[src/rtl/multicycle_vector_datapath.sv]
// Multicycle SIMD vector datapath: one instruction at a time through
// FETCH -> DECODE -> EXEC -> (MEM) -> WB, sixteen VW-bit vector registers.
// Ports:
//   clk, reset            - clock, synchronous active-high reset
//   imem_addr/imem_instr  - instruction fetch address (= pc) and word
//   dmem_req/we/addr/wdata- data memory request, held until dmem_ack
//   dmem_rdata/dmem_ack   - load data and request completion
//   pc, retire, halted, illegal - architectural status
module multicycle_vector_datapath #(
    parameter int unsigned LANES  = 16,
    parameter int unsigned LANE_W = 8,
    parameter int unsigned PC_W   = 18,
    parameter int unsigned ADDR_W = 16
) (
    input  logic                    clk,
    input  logic                    reset,
    output logic [PC_W-1:0]         imem_addr,
    input  logic [PC_W-1:0]         imem_instr,
    output logic                    dmem_req,
    output logic                    dmem_we,
    output logic [ADDR_W-1:0]       dmem_addr,
    output logic [LANES*LANE_W-1:0] dmem_wdata,
    input  logic [LANES*LANE_W-1:0] dmem_rdata,
    input  logic                    dmem_ack,
    output logic [PC_W-1:0]         pc,
    output logic                    retire,
    output logic                    halted,
    output logic                    illegal
);

    localparam int unsigned VW    = LANES * LANE_W;
    localparam int unsigned NREGS = 16;

    localparam logic [5:0] OP_NOP  = 6'h00;
    localparam logic [5:0] OP_VADD = 6'h01;
    localparam logic [5:0] OP_VSUB = 6'h02;
    localparam logic [5:0] OP_VLD  = 6'h03;
    localparam logic [5:0] OP_VST  = 6'h04;
    localparam logic [5:0] OP_JAL  = 6'h05;
    localparam logic [5:0] OP_HALT = 6'h3F;

    typedef enum logic [2:0] {
        ST_FETCH  = 3'd0,
        ST_DECODE = 3'd1,
        ST_EXEC   = 3'd2,
        ST_MEM    = 3'd3,
        ST_WB     = 3'd4,
        ST_HALT   = 3'd5
    } state_t;

    state_t          state;
    logic [PC_W-1:0] ir;
    logic [VW-1:0]   a_q;
    logic [VW-1:0]   b_q;
    logic [VW-1:0]   res_q;
    logic [PC_W-1:0] npc_q;
    logic            wen_q;
    logic [VW-1:0]   regs [NREGS];

    logic [5:0]      opcode;
    logic [3:0]      rd_idx;
    logic [3:0]      rs1_idx;
    logic [3:0]      rs2_idx;
    logic [VW-1:0]   rs1_val;
    logic [VW-1:0]   rs2_val;
    logic [VW-1:0]   vsum;
    logic [VW-1:0]   vdiff;
    logic [PC_W-1:0] pc_plus4;
    logic [PC_W-1:0] jal_off;

    assign opcode    = ir[17:12];
    assign rd_idx    = ir[11:8];
    assign rs1_idx   = ir[7:4];
    assign rs2_idx   = ir[3:0];
    assign imem_addr = pc;
    assign pc_plus4  = pc + PC_W'(4);
    // imm8 sign-extended and scaled to a word offset
    assign jal_off   = {{(PC_W-10){ir[7]}}, ir[7:0], 2'b00};

    // R0 is hard-wired to zero on the read side
    assign rs1_val = (rs1_idx == 4'd0) ? '0 : regs[rs1_idx];
    assign rs2_val = (rs2_idx == 4'd0) ? '0 : regs[rs2_idx];

    // Lane-wise add/sub; each lane wraps independently, no inter-lane carry
    always_comb begin
        vsum  = '0;
        vdiff = '0;
        for (int i = 0; i < int'(LANES); i++) begin
            vsum[i*LANE_W +: LANE_W]  = a_q[i*LANE_W +: LANE_W] + b_q[i*LANE_W +: LANE_W];
            vdiff[i*LANE_W +: LANE_W] = a_q[i*LANE_W +: LANE_W] - b_q[i*LANE_W +: LANE_W];
        end
    end

    // Control FSM and all architectural state
    always_ff @(posedge clk) begin
        if (reset) begin
            state      <= ST_FETCH;
            pc         <= '0;
            ir         <= '0;
            a_q        <= '0;
            b_q        <= '0;
            res_q      <= '0;
            npc_q      <= '0;
            wen_q      <= 1'b0;
            dmem_req   <= 1'b0;
            dmem_we    <= 1'b0;
            dmem_addr  <= '0;
            dmem_wdata <= '0;
            retire     <= 1'b0;
            halted     <= 1'b0;
            illegal    <= 1'b0;
            for (int i = 0; i < int'(NREGS); i++) begin
                regs[i] <= '0;
            end
        end else begin
            retire <= 1'b0;
            case (state)
                ST_FETCH: begin
                    ir    <= imem_instr;
                    state <= ST_DECODE;
                end
                ST_DECODE: begin
                    a_q   <= rs1_val;
                    b_q   <= rs2_val;
                    state <= ST_EXEC;
                end
                ST_EXEC: begin
                    npc_q <= pc_plus4;
                    wen_q <= 1'b0;
                    case (opcode)
                        OP_NOP: begin
                            state  <= ST_WB;
                            retire <= 1'b1;
                        end
                        OP_VADD: begin
                            res_q  <= vsum;
                            wen_q  <= 1'b1;
                            state  <= ST_WB;
                            retire <= 1'b1;
                        end
                        OP_VSUB: begin
                            res_q  <= vdiff;
                            wen_q  <= 1'b1;
                            state  <= ST_WB;
                            retire <= 1'b1;
                        end
                        OP_VLD: begin
                            dmem_req  <= 1'b1;
                            dmem_we   <= 1'b0;
                            dmem_addr <= a_q[ADDR_W-1:0];
                            wen_q     <= 1'b1;
                            state     <= ST_MEM;
                        end
                        OP_VST: begin
                            dmem_req   <= 1'b1;
                            dmem_we    <= 1'b1;
                            dmem_addr  <= a_q[ADDR_W-1:0];
                            dmem_wdata <= b_q;
                            state      <= ST_MEM;
                        end
                        OP_JAL: begin
                            res_q  <= {{(VW-PC_W){1'b0}}, pc_plus4};
                            wen_q  <= 1'b1;
                            npc_q  <= pc_plus4 + jal_off;
                            state  <= ST_WB;
                            retire <= 1'b1;
                        end
                        OP_HALT: begin
                            halted <= 1'b1;
                            retire <= 1'b1;
                            state  <= ST_HALT;
                        end
                        default: begin
                            halted  <= 1'b1;
                            illegal <= 1'b1;
                            state   <= ST_HALT;
                        end
                    endcase
                end
                ST_MEM: begin
                    // Request stays up, unchanged, until ack; load data captured here
                    if (dmem_ack) begin
                        res_q    <= dmem_rdata;
                        dmem_req <= 1'b0;
                        dmem_we  <= 1'b0;
                        retire   <= 1'b1;
                        state    <= ST_WB;
                    end
                end
                ST_WB: begin
                    if (wen_q && (rd_idx != 4'd0)) begin
                        regs[rd_idx] <= res_q;
                    end
                    pc    <= npc_q;
                    state <= ST_FETCH;
                end
                ST_HALT: begin
                    state <= ST_HALT;
                end
                default: begin
                    state <= ST_FETCH;
                end
            endcase
        end
    end

endmodule
[config.mk]
export PLATFORM = sky130hd
export DESIGN_NAME = multicycle_vector_datapath
export DESIGN_NICKNAME = d
export VERILOG_FILES = /design/src/rtl/multicycle_vector_datapath.sv
export SDC_FILE = /design/constraint.sdc
export NUM_CORES = 2
export LEC_CHECK = 0
export CORE_UTILIZATION = 57
export DETAILED_ROUTE_END_ITERATION = 6
export GPL_TIMING_DRIVEN = 1
export PLACE_DENSITY = 0.76
export SLEW_MARGIN = 15
export SYNTH_ARGS = -nofsm -noshare
export SYNTH_HDL_FRONTEND = slang
export SYNTH_SLANG_ARGS = --single-unit
[constraint.sdc]
create_clock -name clk -period 16.28 [get_ports clk]
set_clock_uncertainty 0.15 [all_clocks]
set_input_delay 4.884 -clock clk [delete_from_list [all_inputs] [get_ports clk]]
set_output_delay 4.884 -clock clk [all_outputs]
set_load 0.005 [all_outputs]
==> reports/metrics.yaml <==
power_and_ir_drop:
  clkPwrFrac_pct: 35.9
  p_per_area_nw_per_um2: 123
  vdd_drop_max_uv: 114
  seqPwrFrac_pct: 43.2
  p_int_uw: 13200
  swShare_pct: 28.2
  p_leak_uw: 0.0510
  power_frac_comb_pct: 20.9
  p_sw_uw: 5180
floorplanning:
  die_y_um: 487
  initial_utilization_pct: 57.5
  num_rows: 177
  ioPinCount: 334
  coreArea_um2: 233000
  die_w_um: 487
  die_area_um2: 238000
yosys:
  synth_edf_count: 2048
  synthCells: 9416
  synth.distinct_cells: 66
  syn-mean-instance-area_um2: 14.3
  synth-seq-cells: 2647
  netlist_area_um2: 134000
  ys_seq_area_share_pct: 54.7
  async_flop_share_pct: 0
  ys.warnings.count: 0
  synth_ff_type: "edfxtp_1"
sta:
  worst-slew-pin-transition_ps: 1400
  holdWs_ps: 301
  clock.fmax_ghz: 0.103
  rsz0062_at_grt: "no"
  drv_slew: 0
  setup_viol: 0
  hold_viol: 0
  tns_ps: 0
  finalWorstPathRequiredPeriod_ps: 9690
  period_share_pct: 59.5
  relSlewSlack_pct: 6.41
final_layout:
  fillers: 16400
  area_delta_synth_final_pct: 11.2
  fin_nets: 9750
  final_layout_size_suffix_gt1_share_pct: 19.9
critical_path:
  cp-start-kind: "input port"
  endpoint_kind: "register"
  worstSetupPathType: "in2reg"
  crit_required_ps: 16700
  cp.arrival_ps: 10110
  r2r_cells: 9
  crit_fanout: 129
detailed_routing:
  vias_per_cell: 6.98
  ant_nets: 0
  dr.first_iter.drc_count: 13500
  avgRoutedWirePerCell_um: 34.0
  totalWireLength_um: 435000
  drc_errors: 0
  dr.pass1.iters: 6
  num_vias: 89400
clocking:
  cts_setup_buffers: 0
  holdBufCountCts: 0
  clock_sinks: 2647
  path_clk_slew_ps: 60
  root_buffer: "clkbuf_16"
  clockBufferDepth: 4
  cts_resized: 0
  cts_tree: "done"
  numCtsBuffers: 292
  h-tree-depth: 5
  insertion_delay_ps: 970
grt:
  antenna_found_initial: 21
  first_global_vias: 89800
  grt_start_max_net_pins: 155
  grt_usage_pct: 36.8
  grt_pass1_wl_um: 624000
  grt_overflow_total: 0
placed_design:
  io_buffers: 333
  place_hpwl_um: 239000
  gp_congestion: 0.937
worst_hold_path:
  holdPathStages: 2
  hold_class: "reg2reg"
outcome:
  status: "finished, final reports clean"
job:
  maxCapViolations: 0
[metal layers]
layer	vias up	track usage, %	part of all wire (%)	routed length (µm)
li1	35500	-	-	-
met1	45500	45.3	33	144000
met2	6832	57.7	47	204000
met3	1543	8.23	12	51300
met4	14	26.4	8.1	35100
met5	-	0.449	0.054	234
[sequential cells by signal, summed over array words and instances, names as in the netlist, 3 cells and up, named ones only]
signal	count
imem_addr	18
res_q	128
state	3
ir	18
regs	2048
dmem_wdata	128
dmem_addr	16
npc_q	18
b_q	128
a_q	128
[per-stage QoR]
step | util [%] | worst slack, ps | std cells | total power (µW) | instance area (µm²)
after floorplan | - | 717 | 9543 | 10700 | 135000
final | 64.0 | 6590 | 12800 | 18300 | 149000
after global placement | 60.0 | 5680 | 12300 | 11700 | 140000
after detailed placement | 60.0 | 5760 | 12300 | 11800 | 140000
after CTS | 64.0 | 6790 | 12800 | 18300 | 149000
after global routing | 64.0 | 6570 | 12800 | 18800 | 149000
[cells in the mapped netlist (all sizes together), types with 22 or more instances]
cell type / number / area, µm²
edfxtp: 2048 / 61500
and2: 1932 / 12100
mux4: 1280 / 28800
clkbuf: 677 / 2540
dfxtp: 599 / 12000
nor2: 501 / 1890
nand2: 468 / 1760
a21oi: 292 / 1460
a22oi: 256 / 1920
buf: 214 / 1320
xnor2: 155 / 1360
ha: 148 / 1850
nor3: 123 / 621
inv: 101 / 379
o21ai: 88 / 440
a211oi: 72 / 541
a221oi: 70 / 613
xor2: 57 / 499
o211ai: 29 / 223
nand3: 28 / 140
a21o: 25 / 188
mux2i: 22 / 220
[critical path, cell delays in order]
cell	delay (ps)
buf_8	270
inv_1	880
nand3_1	290
nor2_1	230
nand2_1	400
nor3_4	300
buf_12	740
or2_4	1050
buf_4	900
[area by class of cell]
type,instances,area (µm²),area share (%)
clock buffer,397,8250,5.53
tap,3132,3920,2.62
clock inverter,117,1080,0.722
antenna,15,37.5,0.0251
sequential,2647,73500,49.2
multi-input combinational,5904,57400,38.4
timing repair buffer,490,4770,3.19
inverter,101,379,0.254
[logic make-up after synthesis]
kind of cell	Yosys count	share of synthesized area [%]
AO/OA/AOI/OAI	951	4.71
other	1	0.00279
XOR/XNOR	212	1.38
adder cells (fa/ha/maj)	165	1.63
flip-flops	2647	54.7
multiplexers	1302	21.6
buffers and inverters	992	3.16
AND/OR/NAND/NOR	3146	12.8
[worst paths after layout]
path                         startpoint                   endpoint  slack (ps)
hold / removal    npc_q[6]$_SDFFE_PP0P_  imem_addr[6]$_SDFFE_PP0N_         300
hold reg to reg   npc_q[6]$_SDFFE_PP0P_  imem_addr[6]$_SDFFE_PP0N_         300
setup reg to reg  state[2]$_SDFFE_PP0P_  regs[8][76]$_SDFFCE_PN0P_       10550
setup / recovery                  reset  regs[8][76]$_SDFFCE_PN0P_        6590
[layout by cell type, fill, tap and decap left out, types with 18 or more instances in the layout]
cell / Yosys / routed
edfxtp_1: 2048 / 2048
and2_1: 1932 / 1930
mux4_2: 1280 / 1280
dfxtp_1: 599 / 591
nor2_1: 499 / 485
nand2_1: 468 / 464
clkdlybuf4s50_1: 0 / 332
clkbuf_16: 0 / 300
a21oi_1: 292 / 292
a22oi_1: 256 / 256
xnor2_1: 155 / 155
ha_1: 148 / 148
buf_4: 68 / 137
conb_1: 1 / 128
nor3_1: 122 / 118
inv_1: 101 / 101
o21ai_0: 88 / 76
a211oi_1: 72 / 72
a221oi_1: 70 / 70
clkbuf_1: 675 / 59
xor2_1: 57 / 57
clkinv_2: 0 / 43
clkinv_1: 0 / 40
clkbuf_8: 0 / 38
o211ai_1: 28 / 28
nand3_1: 28 / 26
a21o_1: 25 / 25
mux2i_1: 22 / 22
buf_12: 0 / 20
nor2b_1: 19 / 19
o21bai_1: 19 / 19
bufinv_16: 0 / 19
a31oi_1: 18 / 18
o21a_1: 18 / 18
[power groups by stage]
stage                     registers, µW  logic (µW)  clock network [µW]
final                              7930        3830                6570
after global routing               7960        4030                6820
after CTS                          7910        3770                6570
after detailed placement           8050        3740                   0
after global placement             8020        3680                   0
after floorplan                    7900        2850                   0
Power figures use the tool's default switching activity.
